==> config.mk <==
export PLATFORM = sky130hd
export DESIGN_NAME = forwarding_scoreboard
export DESIGN_NICKNAME = d
export VERILOG_FILES = /design/src/rtl/forwarding_pkg.sv /design/src/rtl/fwd_operand_select.sv /design/src/rtl/forwarding_scoreboard.sv
export SDC_FILE = /design/constraint.sdc
export NUM_CORES = 1
export LEC_CHECK = 0
export BUFFER_PORTS_ARGS = -buffer_cell sky130_fd_sc_hd__buf_2
export CAP_MARGIN = 20
export CORE_AREA = 2 2 425 427
export CTS_CLUSTER_DIAMETER = 120
export CTS_CLUSTER_SIZE = 25
export DETAILED_ROUTE_END_ITERATION = 8
export DIE_AREA = 0 0 427 429
export PLACE_DENSITY = 0.32
export SLEW_MARGIN = 20
export SYNTH_ARGS = -nofsm -noshare
export SYNTH_HDL_FRONTEND = slang
export SYNTH_SLANG_ARGS = --single-unit
==> constraint.sdc <==
create_clock -name clk -period 5.27 [get_ports clk]
set_input_delay 0.527 -clock clk [delete_from_list [all_inputs] [get_ports clk]]
set_output_delay 0.527 -clock clk [all_outputs]
set_load 0.005 [all_outputs]
==> src/rtl/forwarding_pkg.sv <==
`default_nettype none
// ============================================================================
// Module      : forwarding_pkg
// Description : Shared types and helpers for the forwarding scoreboard.
//               Scoreboard entry (busy, tag) and writeback bus (valid, rd,
//               tag, data) structs, plus width-derivation functions.
//               Struct fields are sized for the largest supported geometry
//               (REG_W <= 8, TAG_W <= 8, VLEN <= 256); narrower
//               configurations zero-extend into them.
// Revision    : 1.0 - initial release
// ============================================================================
package forwarding_pkg;

    localparam int REG_W_MAX = 8;
    localparam int TAG_W_MAX = 8;
    localparam int VLEN_MAX  = 256;

    // Register-index width for a file of nregs entries.
    function automatic int reg_w_of(input int nregs);
        return (nregs > 1) ? $clog2(nregs) : 1;
    endfunction

    // Tag width needed to keep max_inflight writers distinct
    // (one code point is always left free).
    function automatic int tag_w_of(input int max_inflight);
        return (max_inflight > 1) ? $clog2(max_inflight + 1) : 1;
    endfunction

    typedef struct packed {
        logic                 busy;
        logic [TAG_W_MAX-1:0] tag;
    } sb_entry_t;

    typedef struct packed {
        logic                 valid;
        logic [REG_W_MAX-1:0] rd;
        logic [TAG_W_MAX-1:0] tag;
        logic [VLEN_MAX-1:0]  data;
    } wb_bus_t;

endpackage
`default_nettype wire

==> src/rtl/fwd_operand_select.sv <==
`default_nettype none
// ============================================================================
// Module      : fwd_operand_select
// Description : Per-operand hazard resolution. Picks the lowest-numbered
//               matching writeback bus for a busy source, consults the hold
//               latch for a just-retired source, and flags an unresolved
//               hazard otherwise.
//               Optional feature macro: FWD_HOLD_STAGE_EN (forward from the
//               hold latch instead of stalling one cycle).
// Ports       : src_valid/src_addr - operand read request
//               src_busy           - scoreboard busy bit of src_addr
//               wb_rd/wb_data/wb_hit - writeback buses and their tag matches
//               hold_valid/hold_rd(/hold_data) - previous-cycle matches
//               fwd_sel/fwd_data   - forwarding mux result
//               hazard             - operand cannot be resolved this cycle
// Revision    : 1.0 - initial release
// ============================================================================
module fwd_operand_select
    import forwarding_pkg::*;
#(
    parameter int VLEN  = 256,
    parameter int NWB   = 2,
    parameter int REG_W = 5
) (
    input  logic                  src_valid,
    input  logic [REG_W-1:0]      src_addr,
    input  logic                  src_busy,
    input  logic [NWB*REG_W-1:0]  wb_rd,
    input  logic [NWB*VLEN-1:0]   wb_data,
    input  logic [NWB-1:0]        wb_hit,
    input  logic [NWB-1:0]        hold_valid,
    input  logic [NWB*REG_W-1:0]  hold_rd,
`ifdef FWD_HOLD_STAGE_EN
    input  logic [NWB*VLEN-1:0]   hold_data,
`endif
    output logic                  fwd_sel,
    output logic [VLEN-1:0]       fwd_data,
    output logic                  hazard
);

    logic w_active;

    assign w_active = src_valid && (src_addr != '0);

    // Buses are scanned from highest to lowest so the lowest index is the
    // last assignment and therefore wins.
    always_comb begin
        fwd_sel  = 1'b0;
        fwd_data = '0;
        hazard   = 1'b0;
        if (w_active) begin
            if (src_busy) begin
                hazard = 1'b1;
                for (int k = NWB - 1; k >= 0; k--) begin
                    if (wb_hit[k] && (wb_rd[k*REG_W +: REG_W] == src_addr)) begin
                        fwd_sel  = 1'b1;
                        fwd_data = wb_data[k*VLEN +: VLEN];
                        hazard   = 1'b0;
                    end
                end
            end else begin
                // Result retired last edge; the register file write is not
                // visible until the next cycle.
                for (int k = NWB - 1; k >= 0; k--) begin
                    if (hold_valid[k] && (hold_rd[k*REG_W +: REG_W] == src_addr)) begin
`ifdef FWD_HOLD_STAGE_EN
                        fwd_sel  = 1'b1;
                        fwd_data = hold_data[k*VLEN +: VLEN];
`else
                        hazard   = 1'b1;
`endif
                    end
                end
            end
        end
    end

endmodule
`default_nettype wire

==> src/rtl/forwarding_scoreboard.sv <==
`default_nettype none
// ============================================================================
// Module      : forwarding_scoreboard
// Description : RAW-hazard scoreboard and operand forwarding unit. Tracks one
//               in-flight writer per register (busy + issue tag), matches
//               tagged writeback buses, forwards VLEN-wide results and stalls
//               issue on unresolved hazards. Tolerates out-of-order and
//               variable-latency writeback.
//               Optional feature macro: FWD_HOLD_STAGE_EN.
// Ports       : clk, rst_n (async active-low)
//               issue_valid/issue_we/issue_rd - issuing instruction
//               src_valid/src_addr             - its source operands
//               wb_valid/wb_rd/wb_tag/wb_data  - writeback buses
//               flush                          - drop all in-flight writers
//               issue_tag, stall, fwd_sel, fwd_data, busy_vec - results
// Revision    : 1.0 - initial release
// ============================================================================
module forwarding_scoreboard
    import forwarding_pkg::*;
#(
    parameter int NREGS = 32,
    parameter int VLEN  = 256,
    parameter int NSRC  = 2,
    parameter int NWB   = 2,
    parameter int TAG_W = 3,
    localparam int REG_W = reg_w_of(NREGS)
) (
    input  logic                  clk,
    input  logic                  rst_n,
    input  logic                  issue_valid,
    input  logic                  issue_we,
    input  logic [REG_W-1:0]      issue_rd,
    input  logic [NSRC-1:0]       src_valid,
    input  logic [NSRC*REG_W-1:0] src_addr,
    input  logic [NWB-1:0]        wb_valid,
    input  logic [NWB*REG_W-1:0]  wb_rd,
    input  logic [NWB*TAG_W-1:0]  wb_tag,
    input  logic [NWB*VLEN-1:0]   wb_data,
    input  logic                  flush,
    output logic [TAG_W-1:0]      issue_tag,
    output logic                  stall,
    output logic [NSRC-1:0]       fwd_sel,
    output logic [NSRC*VLEN-1:0]  fwd_data,
    output logic [NREGS-1:0]      busy_vec
);

    sb_entry_t               r_sb [NREGS];
    logic [TAG_W-1:0]        r_tag_cnt;
    logic [NWB-1:0]          r_hold_valid;
    logic [NWB*REG_W-1:0]    r_hold_rd;
`ifdef FWD_HOLD_STAGE_EN
    logic [NWB*VLEN-1:0]     r_hold_data;
`endif

    wb_bus_t [NWB-1:0]       w_wb;
    logic [NWB*VLEN-1:0]     w_bus_data;
    logic [NWB-1:0]          w_wb_hit;
    logic [NWB-1:0]          w_hold_cap;
    logic [NREGS-1:0]        w_wb_clear;
    logic [NSRC-1:0]         w_src_busy;
    logic [NSRC-1:0]         w_hazard;
    logic                    w_accept;

    assign issue_tag = r_tag_cnt;
    assign stall     = issue_valid && (|w_hazard);
    assign w_accept  = issue_valid && !stall && !flush;

    generate
        for (genvar k = 0; k < NWB; k++) begin : g_wb
            assign w_wb[k].valid = wb_valid[k];
            assign w_wb[k].rd    = REG_W_MAX'(wb_rd[k*REG_W +: REG_W]);
            assign w_wb[k].tag   = TAG_W_MAX'(wb_tag[k*TAG_W +: TAG_W]);
            assign w_wb[k].data  = VLEN_MAX'(wb_data[k*VLEN +: VLEN]);
            assign w_bus_data[k*VLEN +: VLEN] = w_wb[k].data[VLEN-1:0];
        end
    endgenerate

    // A writeback only counts if it belongs to the youngest writer of its
    // register; stale tags (older WAW writers, post-flush stragglers) drop.
    always_comb begin
        logic [REG_W-1:0] v_rd;
        w_wb_hit   = '0;
        w_wb_clear = '0;
        for (int k = 0; k < NWB; k++) begin
            v_rd = wb_rd[k*REG_W +: REG_W];
            if (w_wb[k].valid && (w_wb[k].rd != '0) && r_sb[v_rd].busy &&
                (r_sb[v_rd].tag == w_wb[k].tag)) begin
                w_wb_hit[k]      = 1'b1;
                w_wb_clear[v_rd] = 1'b1;
            end
        end
    end

    // Only the lowest bus matching a given rd is kept in the hold latch.
    always_comb begin
        w_hold_cap = w_wb_hit;
        for (int k = 1; k < NWB; k++) begin
            for (int j = 0; j < k; j++) begin
                if (w_wb_hit[j] && (wb_rd[j*REG_W +: REG_W] == wb_rd[k*REG_W +: REG_W])) begin
                    w_hold_cap[k] = 1'b0;
                end
            end
        end
    end

    always_comb begin
        busy_vec = '0;
        for (int r = 0; r < NREGS; r++) begin
            busy_vec[r] = r_sb[r].busy;
        end
    end

    // Clears are applied before the issue write so a same-edge issue to the
    // retiring register keeps it busy under the new tag.
    always_ff @(posedge clk or negedge rst_n) begin
        if (!rst_n) begin
            for (int r = 0; r < NREGS; r++) begin
                r_sb[r] <= '0;
            end
            r_tag_cnt    <= '0;
            r_hold_valid <= '0;
            r_hold_rd    <= '0;
`ifdef FWD_HOLD_STAGE_EN
            r_hold_data  <= '0;
`endif
        end else if (flush) begin
            for (int r = 0; r < NREGS; r++) begin
                r_sb[r].busy <= 1'b0;
            end
            r_hold_valid <= '0;
        end else begin
            for (int r = 0; r < NREGS; r++) begin
                if (w_wb_clear[r]) begin
                    r_sb[r].busy <= 1'b0;
                end
            end
            if (w_accept && issue_we && (issue_rd != '0)) begin
                r_sb[issue_rd].busy <= 1'b1;
                r_sb[issue_rd].tag  <= TAG_W_MAX'(r_tag_cnt);
                r_tag_cnt           <= r_tag_cnt + 1'b1;
            end
            r_hold_valid <= w_hold_cap;
            r_hold_rd    <= wb_rd;
`ifdef FWD_HOLD_STAGE_EN
            r_hold_data  <= wb_data;
`endif
        end
    end

    generate
        for (genvar i = 0; i < NSRC; i++) begin : g_src
            assign w_src_busy[i] = r_sb[src_addr[i*REG_W +: REG_W]].busy;

            fwd_operand_select #(
                .VLEN  (VLEN),
                .NWB   (NWB),
                .REG_W (REG_W)
            ) u_sel (
                .src_valid  (src_valid[i]),
                .src_addr   (src_addr[i*REG_W +: REG_W]),
                .src_busy   (w_src_busy[i]),
                .wb_rd      (wb_rd),
                .wb_data    (w_bus_data),
                .wb_hit     (w_wb_hit),
                .hold_valid (r_hold_valid),
                .hold_rd    (r_hold_rd),
`ifdef FWD_HOLD_STAGE_EN
                .hold_data  (r_hold_data),
`endif
                .fwd_sel    (fwd_sel[i]),
                .fwd_data   (fwd_data[i*VLEN +: VLEN]),
                .hazard     (w_hazard[i])
            );
        end
    endgenerate

endmodule
`default_nettype wire
* Word level (Yosys, flattened, before mapping)
Index checks and enable logic that the tools add are counted.
** Storage, ports and cells
- Bits in registers :: 303
- Input bits :: 552
- Word-level logic and storage cells :: 283
** Cells by class
- Add/sub/neg operators :: 1
- Order comparisons :: 10
- Eq/ne operators :: 11
- Mux-type cells :: 153
- Bitwise gates (word level) :: 7
- Reduce and logical (&&, ||, !) cells :: 34
** Operators by type and width (count)
- $mux W256 :: 8
- $bwmux W288 :: 2
- $mux W288 :: 1
- $bmux W9 S5 :: 4
- $mux W1 :: 121
- $demux W9 S5 :: 2
- $mux W9 :: 9
- $mux W32 :: 2
- $eq A5 B5 Y1 :: 9
- $or A32 B32 Y32 :: 1
- $ge A6 B6 Y1 const B :: 5
- $not A5 Y6 :: 5
- $logic_and A1 B1 Y1 :: 25
- $eq A8 B3 Y1 :: 2
- $reduce_bool A8 Y1 :: 2
- $reduce_bool A5 Y1 :: 3
- $lt A5 B6 Y1 const B :: 2
- $demux W1 S5 :: 2
- $ge A5 B1 Y1 const B :: 2
- $mux W8 :: 1
- $lt A6 B1 Y1 const B :: 1
- $add A3 B1 Y3 const B :: 1
- $logic_not A1 Y1 :: 2
- $mux W2 :: 1
- 3 further kinds :: 3

* Logic depth before layout (Yosys ltp)
- Word-level depth :: 21
- Mapped depth :: 17
- Depth with buffers taken out :: 9

* Modules after synthesis
From an unflattened synthesis, not the netlist that was laid out.
** Unflattened totals
- Cells, all modules :: 2112
- Area total of the unflattened synthesis :: 22638.0 sq um
** By module, submodules not included
- forwarding_scoreboard :: instances 1, cells an instance 1344, area each 15736.3 sq um
- fwd_operand_select :: instances 2, cells an instance 384, area each 3450.8 sq um

* Least setup slack after synthesis
OpenSTA, ideal clock, no wires.
- Path type :: input to output
- From :: input port wb_rd[1]
- To :: output port fwd_data[471]
- Data arrival time :: 3.636 ns
- Required time :: 4.743 ns
- Setup slack :: 1.107 ns
- Stages :: 14
- Path buffers :: 5
- Cell sequence :: buf_4 -> buf_2 -> mux4_2 -> a22o_1 -> a221oi_1 -> a21oi_1 -> nand4b_1 -> or2_2 -> clkbuf_1 -> nor3_1 -> clkbuf_1 -> clkbuf_1 -> nand2_1 -> a21oi_1
** Between the ends
- Cells in the longest elaborated chain, start to end :: 11
- Elaborated cells between the ends (all ways) :: 15
- Those cells by class :: eq/ne (2); mux (7); bitwise (1); reduce/logical (5)
** RTL lines
- start, declared :: RTL line forwarding_scoreboard.sv:36 : input logic [NWB*REG_W-1:0] wb_rd,
- $not A5 Y6 (implied by the code) :: RTL line forwarding_scoreboard.sv:86, forwarding_scoreboard.sv:87
- $bmux W9 S5 :: RTL line forwarding_scoreboard.sv:86, forwarding_scoreboard.sv:87
- $mux W9 (implied by the code) (2 in series) :: RTL line forwarding_scoreboard.sv:87 : (r_sb[v_rd].tag == w_wb[k].tag)) begin
- $eq A8 B3 Y1 / $logic_and A1 B1 Y1 (equally long branches) :: RTL line forwarding_scoreboard.sv:87, forwarding_scoreboard.sv:86
- $logic_and A1 B1 Y1 :: RTL line forwarding_scoreboard.sv:86 : if (w_wb[k].valid && (w_wb[k].rd != '0) && r_sb[v_rd].busy &&
- $mux W1 :: RTL line forwarding_scoreboard.sv:86
- $logic_and A1 B1 Y1 (*) :: RTL line fwd_operand_select.sv:55 : if (wb_hit[k] && (wb_rd[k*REG_W +: REG_W] == src_addr)) begin
- $mux W256 (*) :: RTL line fwd_operand_select.sv:55
- $mux W256 (*) :: RTL line fwd_operand_select.sv:52 : if (src_busy) begin
- $mux W256 (*) :: RTL line fwd_operand_select.sv:51 : if (w_active) begin
- end, declared :: RTL line forwarding_scoreboard.sv:43 : output logic [NSRC*VLEN-1:0] fwd_data,
Mark *: on every way between the ends. The rest lies on a longest branch, timed or not. The select of a mux whose other input is x is not followed.

==> implementation parameters <==
Parameter                              Value

Outcome
  Status    finished, final reports clean

Synthesis
  Total nets after synthesis    between 3000 and 4000
  Post-Synthesis Cells    about 3100
  Proportion of register bits with asynchronous set or reset after synthesis    100%
  Number of distinct library cells after synthesis    69
  Synth Cell Area    0.0233 sq mm
  Number of enable flip-flop cells after synthesis    0
  Number of synthesized register bits    just over 300
  Warning count from the yosys run    0
  Avg Synthesized Cell Area    7.48 sq um
  Part of the Yosys area used for sequential elements    32.5%
  Primary FF master, synth    sky130_fd_sc_hd__dfrtp_1

Floorplan
  Count of boundary I/O pins    about 1100
  Horizontal die dimension    427 um
  Placement row count    between 150 and 200
  Initial core utilization    roughly an eighth
  Total Die Area    between 0.15 and 0.2 sq mm
  Die height    about 430 um
  Core box area    approximately 0.18 sq mm

Hold path
  Capture endpoint of the worst hold path    r_sb[286]$_DFFE_PN0P_
  Count of cells along the worst hold path    0
  Hold Path Origin    r_sb[286]$_DFFE_PN0P_
  Hold WC Path Type    flip-flop to flip-flop

Pwr
  Cell leakage power    approximately 17 nW
  Total power density per cell area    156 mW/mm^2
  VDD IR max    between 0.00015 and 0.0002 V
  Post-route total power    between 5 and 6 mW

Route
  Via count normalized by instance count    roughly 4.5
  Final wirelength    about 230000 um
  Post-detailed-route DRC marker count    0
  Antenna Nets Post-Route    0
  DR WL/cell    34.5 um
  Detailed Route Iter0 Violations    2958
  First-pass iteration count of the detailed router    6
  Via count    approximately 30000

CTS
  Latest clock arrival within the worst-skew pair    slightly below 600 ps
  Number of buffers inserted during clock tree synthesis    18
  Total number of H-tree levels    1
  Root Driver    sky130_fd_sc_hd__clkbuf_16
  CTS tree    done
  Number of clock sinks    302
  Largest buffer count on any clock path    3
  Clock transition at the register clock pins on the worst setup and hold paths after CTS    between 100 and 150 ps

Worst setup path
  Slowest stage cell on the critical path    sky130_fd_sc_hd__a222oi_1
  Critical path's largest stage delay    580 ps
  Data arrival time of the critical path    4700 ps
  Category of the critical setup timing path    flip-flop to output pin
  Kind of start point of the critical path    flip-flop
  Cell-by-cell listing of the critical path    mux4_1, a22o_1, a211o_1, or4_1, a222oi_1, buf_4, nand4_1, buf_4, nor2_4, o21bai_4, buf_12, clkbuf_16, a21oi_1, buf_4, buf_2
  Required time of the critical path    around 4700 ps
  Slack of the worst reg-to-reg path    between 800 and 900 ps
  Endpoint class of the critical path    output pin
  Cell mode on critical path    sky130_fd_sc_hd__buf_4
  Highest fanout seen on the critical path    29
  Number of cells on the worst reg-to-reg path    12

Global route
  Initial antenna violation count    215
  Vias in the first global route    around 28000
  GR Overflow Total    0
  GR Util All Layers    between 20 and 25%
  Maximum number of pins on one net before global-route repair    approximately 120
  Wire length of the first global-routing pass    between 200000 and 300000 um

STA
  Least setup slack across all paths after layout    41.0 ps
  Hold violation total from the final report    0
  Finish-stage setup viols    0
  Max-slew headroom    between 40 and 50%
  Tightest Pin Transition    858 ps
  Minimum clock period after layout    about 5200 ps
  Final Hold Slack    379 ps
  Worst setup skew after layout    about 37 ps
  Final-report max-slew violation count    0
  Fmax    ~0.19 GHz
  Period Utilization, post-route    between 90% and 100%
  RSZ-0062 raised after global routing    true

Cells and area
  Final #Nets    approximately 4800
  Share of layout cells above drive strength 1    approximately two fifths
  Relative area change from synthesis to final layout    49.0%
  Core Util, Final    19.5%
  Post-Layout Inst Area    between 0.03 and 0.04 sq mm

Placed design
  Instance area after placement    approximately 0.033 sq mm
  Final GP Congestion    approximately 1.0
  Port buffer count    about 1100
  Post-placement worst setup slack    -443 ps
  HPWL after detailed placement    about 200000 um

Job
  Maxcap violations    0
-- worst max path at each step --
stage                          from       endpoint
after floorplan            wb_rd[1]  fwd_data[471]
after global placement     wb_rd[5]   fwd_data[41]
after detailed placement   wb_rd[5]   fwd_data[41]
after CTS                 flip-flop  fwd_data[300]
after global routing      flip-flop  fwd_data[326]
final                     flip-flop  fwd_data[326]
-- placed cells by master, fill, tap and decap left out, types with 6 or more instances in the layout --
| cell | n |
|---|---|
| sky130_fd_sc_hd__mux2_4 | 12 |
| sky130_fd_sc_hd__mux2_2 | 91 |
| sky130_fd_sc_hd__o221ai_1 | 7 |
| sky130_fd_sc_hd__buf_4 | 225 |
| sky130_fd_sc_hd__o22ai_1 | 29 |
| sky130_fd_sc_hd__xnor2_1 | 29 |
| sky130_fd_sc_hd__clkbuf_16 | 19 |
| sky130_fd_sc_hd__nor3_1 | 18 |
| sky130_fd_sc_hd__and2_1 | 114 |
| sky130_fd_sc_hd__nor2b_1 | 53 |
| sky130_fd_sc_hd__nand2b_1 | 31 |
| sky130_fd_sc_hd__xor2_1 | 18 |
| sky130_fd_sc_hd__nor3b_1 | 8 |
| sky130_fd_sc_hd__a21oi_2 | 42 |
| sky130_fd_sc_hd__mux4_2 | 66 |
| sky130_fd_sc_hd__nor2_1 | 63 |
| sky130_fd_sc_hd__nand4_1 | 26 |
| sky130_fd_sc_hd__diode_2 | 114 |
| sky130_fd_sc_hd__o21bai_1 | 9 |
| sky130_fd_sc_hd__a22oi_1 | 11 |
| sky130_fd_sc_hd__a221oi_1 | 6 |
| sky130_fd_sc_hd__a31oi_1 | 7 |
| sky130_fd_sc_hd__o21ai_0 | 37 |
| sky130_fd_sc_hd__buf_12 | 67 |
| sky130_fd_sc_hd__dfrtp_1 | 302 |
| sky130_fd_sc_hd__nand3_1 | 33 |
| sky130_fd_sc_hd__inv_1 | 26 |
| sky130_fd_sc_hd__a21oi_1 | 478 |
| sky130_fd_sc_hd__nand2_1 | 1085 |
| sky130_fd_sc_hd__a311oi_1 | 10 |
| sky130_fd_sc_hd__nor4_1 | 26 |
| sky130_fd_sc_hd__or4_1 | 16 |
| sky130_fd_sc_hd__o31ai_1 | 8 |
| sky130_fd_sc_hd__mux2i_1 | 41 |
| sky130_fd_sc_hd__and2b_1 | 10 |
| sky130_fd_sc_hd__buf_2 | 1097 |
| sky130_fd_sc_hd__a32oi_1 | 9 |
-- logic make-up (layout without fill, tap and decap cells) --
kind of cell | Yosys count | count (layout) | synth area share, %
buf+inv | 323 | 1449 | 6.15
fa+ha+maj | 1 | 1 | 0.0538
other cells | 0 | 114 | 0
simple gates | 1533 | 1533 | 29.5
mux | 212 | 212 | 13.6
compound gates | 693 | 693 | 16.5
xor+xnor | 47 | 47 | 1.77
flops | 302 | 302 | 32.5
-- worst max-delay path, delay by kind of cell (launching register included) --
kind | cells | cell delay [ps]
AO/OA/AOI/OAI | 5 | 1340
buffers and inverters | 6 | 1090
multiplexers | 1 | 510
AND/OR/NAND/NOR | 3 | 720
flip-flops | 1 | 430
-- where the power goes --
group	switching, mW	internal (mW)	total, mW
logic	0.808	0.438	1.25
registers	0.0651	2.38	2.44
clock network	0.942	0.770	1.71
total	1.81	3.58	5.40
-- timing repair --
action	CTS	global route
buffers inserted	1	2
pin swaps	2	1
cloned	0	1
endpoints found under the setup margin	423	144
hold endpoints to repair	22	0
resized for setup	24	38
hold buffers	1	0
-- cell type report --
class	instances	area, sq um
fillers	20500	143000
multi-input cells	2486	14600
repair buffers	1396	8620
flip-flops and latches	302	7560
well taps	2355	2950
clock buffers	19	464
diodes	114	285
clock inverters	8	150
inverters	26	97.6
-- synth_stat cells (10+ instances only) --
cell	count	area, sq um
sky130_fd_sc_hd__nand2_1	1085	4070
sky130_fd_sc_hd__o22ai_1	29	181
sky130_fd_sc_hd__nand4_1	26	163
sky130_fd_sc_hd__a311oi_1	10	87.6
sky130_fd_sc_hd__and2b_1	10	75.1
sky130_fd_sc_hd__mux2i_1	41	410
sky130_fd_sc_hd__a21oi_1	525	2630
sky130_fd_sc_hd__nor2_1	65	244
sky130_fd_sc_hd__mux2_4	12	180
sky130_fd_sc_hd__dfrtp_1	302	7560
sky130_fd_sc_hd__nand2b_1	31	194
sky130_fd_sc_hd__mux4_2	66	1490
sky130_fd_sc_hd__nand3_1	33	165
sky130_fd_sc_hd__nor3_1	20	100
sky130_fd_sc_hd__o21ai_0	38	190
sky130_fd_sc_hd__a22oi_1	11	82.6
sky130_fd_sc_hd__inv_1	26	97.6
sky130_fd_sc_hd__buf_2	27	135
sky130_fd_sc_hd__buf_1	30	113
sky130_fd_sc_hd__or4_1	16	120
sky130_fd_sc_hd__o21bai_1	11	82.6
sky130_fd_sc_hd__nor2b_1	53	332
sky130_fd_sc_hd__mux2_2	91	1020
sky130_fd_sc_hd__xnor2_1	29	254
sky130_fd_sc_hd__buf_4	37	278
sky130_fd_sc_hd__clkbuf_1	198	743
sky130_fd_sc_hd__xor2_1	18	158
sky130_fd_sc_hd__and2_1	114	713
sky130_fd_sc_hd__nor4_1	26	163
-- through the flow --
| step | TNS (ps) | instances |
|---|---|---|
| final | 0 | 6706 |
| after global routing | -85.6 | 6653 |
| after CTS | 0 | 6589 |
| after detailed placement | -34920 | 6560 |
| after global placement | -53300 | 6560 |
| after floorplan | 0 | 3111 |
-- routing by layer --
layer  vias up  part of all wire, %  global-route usage, %  routed length, um
met2      1608                   45                   38.5             105000
met4        74                  5.4                   11.4              12600
li1      13000                    -                      -                  -
met1     14900                   40                   30.2              93600
met3       431                  8.5                   6.07              19700
met5         -                 0.20                      0                470
Note: power is estimated with default switching activity, not from simulation.
